### config.mk
export PLATFORM = sky130hd
export DESIGN_NAME = hazard_sequencer
export DESIGN_NICKNAME = d
export VERILOG_FILES = /design/src/rtl/hazard_sequencer.sv
export SDC_FILE = /design/constraint.sdc
export NUM_CORES = 1
export LEC_CHECK = 0
export ABC_AREA = 0
export ABC_CLOCK_PERIOD_IN_PS = 2170
export BUFFER_PORTS_ARGS = -buffer_cell sky130_fd_sc_hd__buf_2
export CORE_MARGIN = 4
export CORE_UTILIZATION = 30
export DETAILED_ROUTE_END_ITERATION = 12
export PLACE_DENSITY_LB_ADDON = 0.08
export SKIP_CTS_REPAIR_TIMING = 1
export SKIP_LAST_GASP = 1
export SLEW_MARGIN = 40
export SYNTH_ARGS = -nofsm -noshare
export SYNTH_HDL_FRONTEND = slang
export SYNTH_SLANG_ARGS = --single-unit
export TNS_END_PERCENT = 50
### constraint.sdc
create_clock -name clk_i -period 2.17 [get_ports clk_i]
set_input_delay 0.217 -clock clk_i [delete_from_list [all_inputs] [get_ports clk_i]]
set_output_delay 0.217 -clock clk_i [all_outputs]
set_load 0.02 [all_outputs]
### src/rtl/hazard_sequencer.sv
// Pipeline control sequencer for the 5-stage core: owns every stage-register
// write-enable/flush and resolves freeze, branch, load-use and halt/drain hazards.
module hazard_sequencer #(
  parameter int unsigned DRAIN_CYCLES = 3,
  parameter int unsigned MEM_TIMEOUT  = 64,
  parameter int unsigned CNT_W        = 16
) (
  input  logic             clk_i,
  input  logic             rst_i,
  input  logic [4:0]       IFID_RS1,
  input  logic [4:0]       IFID_RS2,
  input  logic             IFID_UsesRS2,
  input  logic [4:0]       IDEXE_RD,
  input  logic             IDEXE_MemRead,
  input  logic             Branch_Taken,
  input  logic             dmem_req,
  input  logic             dmem_ready,
  input  logic             halt_req_i,
  input  logic             resume_i,
  output logic             PCWrite,
  output logic             IFID_Write,
  output logic             IFID_Flush,
  output logic             IDEXE_Write,
  output logic             IDEXE_Flush,
  output logic             EXEMEM_Write,
  output logic             MEMWB_Flush,
  output logic             halted_o,
  output logic [CNT_W-1:0] stall_cnt_o,
  output logic [CNT_W-1:0] flush_cnt_o,
  output logic             mem_timeout_o
);

  typedef enum logic [1:0] {
    RUN,
    DRAIN,
    HALTED
  } state_t;

  state_t     state;
  logic [2:0] drain_cnt;
  logic [7:0] wait_cnt;
  logic       freeze;
  logic       load_use;
  logic [8:0] wait_next;

  assign freeze    = dmem_req & ~dmem_ready;
  assign load_use  = IDEXE_MemRead && (IDEXE_RD != 5'd0) &&
                     ((IDEXE_RD == IFID_RS1) || (IFID_UsesRS2 && (IDEXE_RD == IFID_RS2)));
  assign wait_next = {1'b0, wait_cnt} + 9'd1;

  // Priority: freeze > taken branch > load-use (RUN only) > drain/halt bubbles.
  always_comb begin
    PCWrite      = 1'b1;
    IFID_Write   = 1'b1;
    IFID_Flush   = 1'b0;
    IDEXE_Write  = 1'b1;
    IDEXE_Flush  = 1'b0;
    EXEMEM_Write = 1'b1;
    MEMWB_Flush  = 1'b0;
    if (freeze) begin
      PCWrite      = 1'b0;
      IFID_Write   = 1'b0;
      IDEXE_Write  = 1'b0;
      EXEMEM_Write = 1'b0;
      MEMWB_Flush  = 1'b1;
    end else begin
      if (state != RUN) begin
        PCWrite    = 1'b0;
        IFID_Flush = 1'b1;
      end
      if (Branch_Taken) begin
        PCWrite     = 1'b1;
        IFID_Flush  = 1'b1;
        IDEXE_Flush = 1'b1;
      end else if (state == RUN && load_use) begin
        PCWrite     = 1'b0;
        IFID_Write  = 1'b0;
        IDEXE_Flush = 1'b1;
      end
    end
  end

  always_ff @(posedge clk_i) begin
    if (rst_i) begin
      state         <= RUN;
      drain_cnt     <= 3'(DRAIN_CYCLES);
      wait_cnt      <= '0;
      stall_cnt_o   <= '0;
      flush_cnt_o   <= '0;
      mem_timeout_o <= 1'b0;
      halted_o      <= 1'b0;
    end else begin
      if (freeze) begin
        if (wait_cnt != '1) wait_cnt <= wait_cnt + 8'd1;
        // Flag becomes visible together with the count reaching the limit.
        if (wait_next >= 9'(MEM_TIMEOUT)) mem_timeout_o <= 1'b1;
      end else begin
        wait_cnt <= '0;
      end

      if (state == RUN && !PCWrite && stall_cnt_o != '1)
        stall_cnt_o <= stall_cnt_o + CNT_W'(1);
      if (!freeze && Branch_Taken && flush_cnt_o != '1)
        flush_cnt_o <= flush_cnt_o + CNT_W'(1);

      if (!freeze) begin
        case (state)
          RUN: begin
            if (halt_req_i) begin
              state     <= DRAIN;
              drain_cnt <= 3'(DRAIN_CYCLES);
            end
          end
          DRAIN: begin
            if (drain_cnt <= 3'd1) begin
              state    <= HALTED;
              halted_o <= 1'b1;
            end else begin
              drain_cnt <= drain_cnt - 3'd1;
            end
          end
          HALTED: begin
            if (resume_i) begin
              state     <= RUN;
              halted_o  <= 1'b0;
              drain_cnt <= 3'(DRAIN_CYCLES);
            end
          end
          default: begin
            state    <= RUN;
            halted_o <= 1'b0;
          end
        endcase
      end
    end
  end

endmodule

; ---- Yosys cells after proc, flatten, opt, wreduce, memory -nomap -nowiden
; Index checks and enable logic that the tools add are counted.
[word_totals]
regBits = 47
input_bits = 24
out_inout_bits = 41
elab_cells = 75
[op_classes]
add_sub_neg = 5
magnitude_cmp = 2
eq_ne = 11
muxes = 26
n_bitwise = 4
reduce_logical = 20
[op_table]
columns = cell, n
row1 = "adder 16 x 1 -> 16 bit, second input constant", 2
row2 = "!= test 16 bit, second input constant", 2
row3 = 2-to-1 mux 1 bit, 17
row4 = == test 5 bit, 2
row5 = "adder 8 x 1 -> 9 bit, second input constant", 1
row6 = ">= comparator 9 x 7 -> 1 bit, second input constant", 1
row7 = 2-to-1 mux 3 bit, 3
row8 = one-hot mux 3 bit (3 select lines), 1
row9 = "adder 8 x 1 -> 8 bit, second input constant", 1
row10 = logical AND 1 bit, 8
row11 = "!= test 2 bit, second input constant", 4
row12 = "!= test 8 bit, second input constant", 1
row13 = AND reduction 4 bit, 2
row14 = 2-to-1 mux 2 bit, 3
row15 = one-hot mux 2 bit (3 select lines), 1
row16 = AND reduction 5 bit, 1
row17 = nonzero test 5 bit, 1
row18 = "less-or-equal comparator 3 x 1 -> 1 bit, second input constant", 1
row19 = inverter 1 bit, 3
row20 = one-hot mux 1 bit (3 select lines), 1
row21 = nonzero test 3 bit, 1
row22 = "subtractor 3 x 1 -> 3 bit, second input constant", 1
row23 = "== test 2 x 1 -> 1 bit, second input constant", 1
row24 = "== test 2 bit, second input constant", 1
row25 = other kinds (7), 8

; ---- Longest topological paths before layout
; Gate-level depths: netlist of run 1.
[depth]
depth_word = 11
depth_mapped = 9
mapped_depth_nobuf = 7

; ---- Worst setup path before layout of run 1
; No wires, ideal clock.
[synth_timing]
path_kind = register to register
startpoint = register stall_cnt_o[3]
endpoint = register stall_cnt_o[2]
t_arrival_ps = 1932
required_time_ps = 2049
path_slack_ps = 118
stages_incl_launch_ff = 9
n_path_buf = 2
period_less_slack_ps = 2052
cell_sequence = dfxtp_1 > and4_1 > and4_1 > and3_1 > clkbuf_1 > buf_2 > inv_1 > nand3_1 > mux2_2
[synth_between]
elab_chain_cells = 2
[synth_lines]
columns = element, line_no
row1 = "start, declared", 28  ; output logic [CNT_W-1:0] stall_cnt_o,
row2 = "start signal, assigned", 102  ; stall_cnt_o <= stall_cnt_o + CNT_W'(1);
row3 = != test 16 bit, 101  ; if (state == RUN && !PCWrite && stall_cnt_o != '1)
row4 = logical AND 1 bit, 101
; Every way passes these cells.
; A chain may end at the register's enable or synchronous reset.

; ---- Worst setup path in the final report of run 1
; Same ends and word-level chain as after synthesis.

==> results of run 1 <==
[state kept, by name, summed over array words and instances, names as in the netlist]
signal         cells
flush_cnt_o       16
stall_cnt_o       16
wait_cnt           8
drain_cnt          3
state              2
halted_o           1
mem_timeout_o      1
[power by group]
part	switching (mW)	internal (mW)
registers	0.00975	0.872
logic	0.110	0.0711
clock network	0.301	0.226
total	0.421	1.17
[critical path: cells and delay by family (launching register included)]
kind          cells  cell delay [ns]
buf+inv           2             0.32
simple gates      4             0.80
mux               1             0.33
flops             1             0.44
[kinds of logic after synthesis]
kind of cell               Yosys count
and+or+nand+nor                    125
AOI/OAI and AO/OA                   69
DFF                                 47
xor gates and xnor gates            27
buffers and inverters               23
muxes                                4
adders and majority gates            4
[cell type report]
class / count / area [sq um] / share of cell area, %
multi-input combinational: 229 / 1434 / 47.51
tap: 102 / 127.6 / 4.229
clock buffer: 6 / 72.57 / 2.405
timing repair buffer: 73 / 400.4 / 13.27
clock inverter: 2 / 12.51 / 0.4146
sequential: 47 / 940.9 / 31.18
inverter: 8 / 30.03 / 0.9950
[final timing paths]
kind         cells after the start           start  slack (ns)        endpoint
max                              7  stall_cnt_o[3]        0.16  stall_cnt_o[2]
min                              2           rst_i        0.23  stall_cnt_o[9]
max reg2reg                      7  stall_cnt_o[3]        0.16  stall_cnt_o[2]
min reg2reg                      2  flush_cnt_o[6]        0.50  flush_cnt_o[6]
[synth_stat cells (all sizes together)]
cell type | number | area share (%)
a21o | 2 | 0.60
a21oi | 22 | 4.4
a22oi | 1 | 0.30
a2bb2oi | 1 | 0.60
a311oi | 2 | 0.70
a31oi | 4 | 1.0
a32oi | 1 | 0.35
a41o | 2 | 0.81
and2 | 2 | 0.50
and3 | 10 | 2.5
and4 | 4 | 1.4
buf | 6 | 1.9
clkbuf | 9 | 1.4
dfxtp | 47 | 38
ha | 4 | 2.0
inv | 8 | 1.2
mux2 | 2 | 0.91
mux2i | 2 | 0.81
nand2 | 20 | 3.0
nand2b | 2 | 0.50
nand3 | 19 | 3.8
nand4 | 9 | 2.3
nor2 | 34 | 5.1
nor2b | 2 | 0.50
nor3 | 5 | 1.0
nor4 | 4 | 1.3
nor4b | 1 | 0.35
o2111ai | 1 | 0.35
o211a | 1 | 0.40
o211ai | 1 | 0.30
o21a | 3 | 0.91
o21ai | 12 | 2.6
o21bai | 3 | 0.91
o22ai | 1 | 0.25
o311a | 2 | 0.81
o31a | 2 | 0.70
o31ai | 8 | 2.4
or2 | 1 | 0.25
or3 | 3 | 0.75
or4 | 9 | 2.7
xnor2 | 7 | 2.5
xor2 | 20 | 7.0
[metrics by stage]
step | power, mW | worst slack, ns | instance area (sq um) | utilization (%) | hold WS (ns)
finish | 1.590 | 0.1616 | 3018 | 38.26 | 0.2267
global route | 1.676 | 0.01933 | 3018 | 38.26 | 0.2336
CTS | 1.624 | 0.1771 | 3018 | 38.26 | 0.2222
detailed placement | 1.085 | 0.1290 | 2933 | 37.18 | 0.4919
global placement | 1.085 | 0.1534 | 2933 | 37.18 | 0.4838
floorplan | 1.016 | 0.1177 | 2486 | - | 0.4586
[metal layers]
layer,up-vias,share of wire [%]
li1,1218,-
met1,1073,49
met2,48,44
met3,5,6.0
met4,0,0.99
met5,-,0
==> impl_metrics.xml, run 1 <==
<?xml version="1.0" encoding="UTF-8"?>
<metrics>
  <group name="outcome">
    <metric name="status" unit="">complete, no violations</metric>
  </group>
  <group name="power">
    <metric name="irDropWorstVdd" unit="V">0.0002027</metric>
    <metric name="power_density" unit="mW/mm^2">526.9</metric>
    <metric name="p_leak" unit="nW">1.269</metric>
  </group>
  <group name="sta">
    <metric name="hold_violations" unit="">0</metric>
    <metric name="tightest_slew" unit="ns">0.6176</metric>
    <metric name="relSlewSlack" unit="%">58.82</metric>
    <metric name="post_route_fraction_of_the_period_consumed_by_the_critical_path" unit="%">92.55</metric>
    <metric name="grt_setup_unrepaired" unit="">no</metric>
    <metric name="final_period_minus_worst_setup_slack" unit="ns">2.008</metric>
    <metric name="setup_violations" unit="">0</metric>
    <metric name="timing_max_transition_violations_final" unit="">0</metric>
    <metric name="fin_setup_tns" unit="ns">0</metric>
    <metric name="fmax" unit="GHz">0.4979</metric>
    <metric name="clock-skew-final" unit="ns">0.01203</metric>
  </group>
  <group name="route">
    <metric name="ant_nets" unit="">0</metric>
    <metric name="routed_via_density" unit="">5.019</metric>
    <metric name="detail_route.wl_per_cell" unit="um">13.65</metric>
    <metric name="drt_wl_total" unit="um">6376</metric>
    <metric name="via_count" unit="">2344</metric>
    <metric name="route.detailed.drc" unit="">0</metric>
    <metric name="number_of_optimization_iterations_in_the_first_detailed_route_pass" unit="">6</metric>
    <metric name="drt_first_iter_violations" unit="">77</metric>
  </group>
  <group name="critical_path">
    <metric name="worstSetupStartpointType" unit="">flop</metric>
    <metric name="worst_path_most_repeated_cell" unit="">and4_1</metric>
    <metric name="critical-path-slowest-cell" unit="">dfxtp_1</metric>
    <metric name="timing.critical_path.slowest_cell_delay" unit="ns">0.44</metric>
    <metric name="arrival" unit="ns">2.20</metric>
    <metric name="critical_path.cell_chain" unit="">and4_1, and4_1, and3_1, buf_4, inv_1, nand3_1, mux2_2</metric>
    <metric name="data_required_time_of_the_critical_path" unit="ns">2.36</metric>
    <metric name="worstSetupPathType" unit="">flop to flop</metric>
    <metric name="crit_path_max_fanout" unit="">18</metric>
    <metric name="critical_path.endpoint_type" unit="">flop</metric>
  </group>
  <group name="yosys">
    <metric name="yosys.area_share.simple" unit="%">26.02</metric>
    <metric name="net_count_of_the_mapped_netlist" unit="">327</metric>
    <metric name="yosys.area_share.adder" unit="%">2.013</metric>
    <metric name="largest_family_of_logic_cells_by_synthesized_area" unit="">simple AND/OR/NAND/NOR gates</metric>
    <metric name="yosys.area_share.xor_xnor" unit="%">9.512</metric>
    <metric name="seq_area_frac_synth" unit="%">37.85</metric>
    <metric name="ys_ff_latch" unit="">47</metric>
    <metric name="synth.area.mux_share" unit="%">1.711</metric>
    <metric name="synth.lib_cells_used.distinct" unit="">47</metric>
    <metric name="syn_area" unit="sq mm">0.002486</metric>
    <metric name="total_number_of_yosys_warnings" unit="">0</metric>
    <metric name="synth_compound_area_share" unit="%">18.42</metric>
    <metric name="synth.avg_cell_area" unit="sq um">8.315</metric>
    <metric name="synth_cells" unit="">299</metric>
  </group>
  <group name="global_route">
    <metric name="grt_max_degree" unit="">27</metric>
    <metric name="grt_first_pass_wirelength" unit="um">10650</metric>
    <metric name="met3_usage" unit="%">3.468</metric>
    <metric name="globalRouteMet2Util" unit="%">20.76</metric>
    <metric name="antenna_found_initial" unit="">0</metric>
    <metric name="grt.total_usage" unit="%">13.12</metric>
    <metric name="gr-max-usage-layer" unit="">met2</metric>
    <metric name="global_route.usage.met1" unit="%">17.80</metric>
    <metric name="grt_pass1_vias" unit="">2191</metric>
    <metric name="globalRoute.totalOverflow" unit="">0</metric>
  </group>
  <group name="floorplan">
    <metric name="floorplan.rows" unit="">32</metric>
    <metric name="floorplan.initialDensity" unit="%">31.52</metric>
    <metric name="coreArea" unit="sq mm">0.007888</metric>
    <metric name="die_width" unit="um">99.04</metric>
    <metric name="die_height" unit="um">99.04</metric>
    <metric name="dieArea" unit="sq mm">0.009808</metric>
    <metric name="io_pins" unit="">65</metric>
  </group>
  <group name="final_layout">
    <metric name="insertedDiodeCount" unit="">0</metric>
    <metric name="layout.cells.most_common" unit="">buf_2</metric>
    <metric name="final_net_count" unit="">392</metric>
    <metric name="area.growth.synth_to_final" unit="%">21.39</metric>
    <metric name="n_fill_cell" unit="">842</metric>
    <metric name="post_route_cells_drive_above_1_share" unit="%">23.29</metric>
    <metric name="layoutNonFillerInstCount" unit="">467</metric>
    <metric name="layout_common_cells" unit="">buf_2, dfxtp_1, nor2_1, a21oi_1</metric>
  </group>
  <group name="cts">
    <metric name="clkSinkCount" unit="">47</metric>
    <metric name="cts-root-to-sink-buffers" unit="">2</metric>
    <metric name="tritoncts" unit="">built</metric>
    <metric name="clkLatencyLatePin" unit="ns">0.30</metric>
    <metric name="path_clk_slew" unit="ns">0.10</metric>
    <metric name="root_buffer" unit="">clkbuf_8</metric>
    <metric name="cts_htree_levels" unit="">2</metric>
    <metric name="cts_inserted_buffers" unit="">5</metric>
  </group>
  <group name="place">
    <metric name="dp_hpwl" unit="um">4717</metric>
    <metric name="gp_routability_congestion" unit="">0.8240</metric>
    <metric name="numPlacedInstances" unit="">459</metric>
    <metric name="place.port_buffers" unit="">64</metric>
  </group>
  <group name="flow_run">
    <metric name="cap_viol_max_count" unit="">0</metric>
  </group>
  <group name="worst_hold_path">
    <metric name="timing.hold.worst.class" unit="">input port to flop</metric>
  </group>
</metrics>
Power figures use the tool's default switching activity.
==> run 2, diff against run 1 <==
- CORE_UTILIZATION: 30 -> 45
==> impl_metrics.xml, run 2 (synthesized netlist as in run 1, its figures left out) <==
<?xml version="1.0" encoding="UTF-8"?>
<metrics>
  <group name="outcome">
    <metric name="status" unit="">complete, no violations</metric>
  </group>
  <group name="critical_path">
    <metric name="critical-path-slowest-cell" unit="">or4_1</metric>
    <metric name="timing.reg2reg.setup_slack" unit="ns">0.18</metric>
    <metric name="worstReg2RegEnd" unit="">stall_cnt_o[11]</metric>
    <metric name="worstSetupStartpointType" unit="">flop</metric>
    <metric name="critical_path.cell_chain" unit="">or2_1, nor2_1, nand2b_1, a2bb2oi_2, buf_12, or4_1, a21oi_1</metric>
    <metric name="worstSetupPathType" unit="">flop to flop</metric>
    <metric name="worst-path-stages" unit="">7</metric>
    <metric name="crit_path_max_fanout" unit="">25</metric>
    <metric name="timing.critical_path.slowest_cell_delay" unit="ns">0.49</metric>
    <metric name="arrival" unit="ns">2.22</metric>
    <metric name="path_delay_family" unit="">simple AND/OR/NAND/NOR gates</metric>
    <metric name="critical_path.endpoint_type" unit="">flop</metric>
    <metric name="data_required_time_of_the_critical_path" unit="ns">2.40</metric>
    <metric name="setup.worst_path.start" unit="">state[0]</metric>
    <metric name="critical_path_buf_inv_count" unit="">1</metric>
    <metric name="critical_path.endpoint" unit="">stall_cnt_o[11]</metric>
    <metric name="regToRegStartpoint" unit="">state[0]</metric>
    <metric name="r2r.worst_path.cells" unit="">7</metric>
  </group>
  <group name="power">
    <metric name="power_frac_clock" unit="%">36.9</metric>
    <metric name="power.sequential.fraction" unit="%">52.4</metric>
    <metric name="pwr-share-comb" unit="%">10.7</metric>
    <metric name="sw_ratio" unit="%">23.82</metric>
    <metric name="p_leak" unit="nW">1.273</metric>
    <metric name="fin_total_pwr" unit="mW">1.681</metric>
    <metric name="power.net_switching" unit="uW">400.4</metric>
    <metric name="power_density" unit="mW/mm^2">562.6</metric>
    <metric name="cell_internal_pwr" unit="mW">1.281</metric>
    <metric name="irDropWorstVdd" unit="V">0.0003548</metric>
  </group>
  <group name="sta">
    <metric name="post_route_fraction_of_the_period_consumed_by_the_critical_path" unit="%">91.63</metric>
    <metric name="final_period_minus_worst_setup_slack" unit="ns">1.988</metric>
    <metric name="relSlewSlack" unit="%">60.74</metric>
    <metric name="tightest_slew" unit="ns">0.5889</metric>
    <metric name="timing_max_transition_violations_final" unit="">0</metric>
    <metric name="hold_violations" unit="">0</metric>
    <metric name="fin_ws" unit="ns">0.1816</metric>
    <metric name="fmax" unit="GHz">0.5029</metric>
    <metric name="setup_violations" unit="">0</metric>
    <metric name="clock-skew-final" unit="ns">0.009428</metric>
    <metric name="fin_setup_tns" unit="ns">0</metric>
    <metric name="grt_setup_unrepaired" unit="">no</metric>
  </group>
  <group name="place">
    <metric name="place.port_buffers" unit="">64</metric>
    <metric name="dp_hpwl" unit="um">4405</metric>
    <metric name="place_ws" unit="ns">0.09422</metric>
    <metric name="gp_routability_congestion" unit="">0.8264</metric>
    <metric name="post_dp_cell_area" unit="sq mm">0.002885</metric>
  </group>
  <group name="cts">
    <metric name="cts_htree_levels" unit="">2</metric>
    <metric name="cts_inserted_buffers" unit="">5</metric>
    <metric name="clkLatencyLatePin" unit="ns">0.30</metric>
    <metric name="path_clk_slew" unit="ns">0.09</metric>
    <metric name="clkSinkCount" unit="">47</metric>
    <metric name="cts-root-to-sink-buffers" unit="">2</metric>
    <metric name="tritoncts" unit="">built</metric>
    <metric name="root_buffer" unit="">clkbuf_8</metric>
  </group>
  <group name="final_layout">
    <metric name="insertedDiodeCount" unit="">0</metric>
    <metric name="final_util" unit="%">57.05</metric>
    <metric name="layout.cells.most_common" unit="">buf_2</metric>
    <metric name="n_fill_cell" unit="">507</metric>
    <metric name="post_route_cells_drive_above_1_share" unit="%">22.87</metric>
    <metric name="area.growth.synth_to_final" unit="%">20.18</metric>
    <metric name="final_net_count" unit="">391</metric>
    <metric name="largestRegisters" unit="">flush_cnt_o: 16 flops, stall_cnt_o: 16 flops, wait_cnt: 8 flops</metric>
    <metric name="design_area" unit="sq mm">0.002988</metric>
    <metric name="layout_common_cells" unit="">buf_2, dfxtp_1, nor2_1, a21oi_1</metric>
  </group>
  <group name="global_route">
    <metric name="grt_first_pass_wirelength" unit="um">10030</metric>
    <metric name="antenna_found_initial" unit="">0</metric>
    <metric name="grt_pass1_vias" unit="">2204</metric>
    <metric name="globalRoute.totalOverflow" unit="">0</metric>
    <metric name="grt_max_degree" unit="">26</metric>
    <metric name="grt.total_usage" unit="%">18.62</metric>
  </group>
  <group name="route">
    <metric name="route.detailed.drc" unit="">0</metric>
    <metric name="detail_route.wl_per_cell" unit="um">13.55</metric>
    <metric name="routed_via_density" unit="">5.462</metric>
    <metric name="drt_wl_total" unit="um">5869</metric>
    <metric name="drt_first_iter_violations" unit="">82</metric>
    <metric name="via_count" unit="">2365</metric>
    <metric name="ant_nets" unit="">0</metric>
    <metric name="number_of_optimization_iterations_in_the_first_detailed_route_pass" unit="">4</metric>
  </group>
  <group name="floorplan">
    <metric name="die_width" unit="um">82.33</metric>
    <metric name="floorplan.initialDensity" unit="%">47.47</metric>
    <metric name="floorplan.rows" unit="">26</metric>
    <metric name="io_pins" unit="">65</metric>
    <metric name="dieArea" unit="sq mm">0.006778</metric>
    <metric name="coreArea" unit="sq mm">0.005238</metric>
    <metric name="die_height" unit="um">82.33</metric>
  </group>
  <group name="worst_hold_path">
    <metric name="timing.hold.worst.class" unit="">input port to flop</metric>
  </group>
  <group name="flow_run">
    <metric name="cap_viol_max_count" unit="">0</metric>
  </group>
</metrics>
-- run 2: cell count changes in the layout (fill, tap and decap cells not counted), sizes merged --
cell / change
bufinv: +1
buf: -1
clkinv: -1
clkinvlp: -1
-- run 2: worst min path at each step --
| stage | start | end | slack, ns | cells after the start |
|---|---|---|---|---|
| after detailed placement | stall_cnt_o[5] | stall_cnt_o[5] | 0.49 | 2 |
| after floorplan | halt_req_i | state[0] | 0.46 | 2 |
| after CTS | halt_req_i | state[0] | 0.29 | 3 |
| after global placement | stall_cnt_o[11] | stall_cnt_o[11] | 0.48 | 2 |
| final | halt_req_i | state[0] | 0.30 | 3 |
| after global routing | halt_req_i | state[0] | 0.31 | 3 |
-- run 2: metrics by stage --
stage	instances	hold slack [ns]
floorplan	299	0.4586
global placement	426	0.4811
detailed placement	426	0.4948
CTS	433	0.2868
global route	433	0.3132
finish	433	0.3022
-- run 2: power groups by stage --
stage / clock [mW] / combinational (mW) / sequential (mW)
floorplan: 0 / 0.109 / 0.907
global placement: 0 / 0.178 / 0.901
detailed placement: 0 / 0.180 / 0.902
CTS: 0.644 / 0.181 / 0.881
global route: 0.680 / 0.199 / 0.885
finish: 0.621 / 0.179 / 0.881
-- run 2: metal layers --
layer  global-route usage (%)  routed length (um)  vias up
li1                         -                   -     1220
met1                    24.65                2779     1075
met2                    30.21                2655       62
met3                    4.013                 359        8
met4                    5.648                  76        0
met5                        0                   0        -
-- run 2: cell type report --
cell class                 instances  area (sq um)  share of cell area [%]
clock buffer                       6         72.57                   2.429
sequential                        47         940.9                   31.49
multi-input combinational        229          1434                   47.99
tap                               70         87.58                   2.931
timing repair buffer              72         392.9                   13.15
inverter                           8         30.03                   1.005
clock inverter                     1         30.03                   1.005
-- run 2: worst register-to-register path, delay by kind of cell, from the launching register on --
family,cells,cell delay [ns]
buffers and inverters,1,0.17
AND/OR/NAND/NOR,4,1.14
flip-flops,1,0.31
AO/OA/AOI/OAI,2,0.32
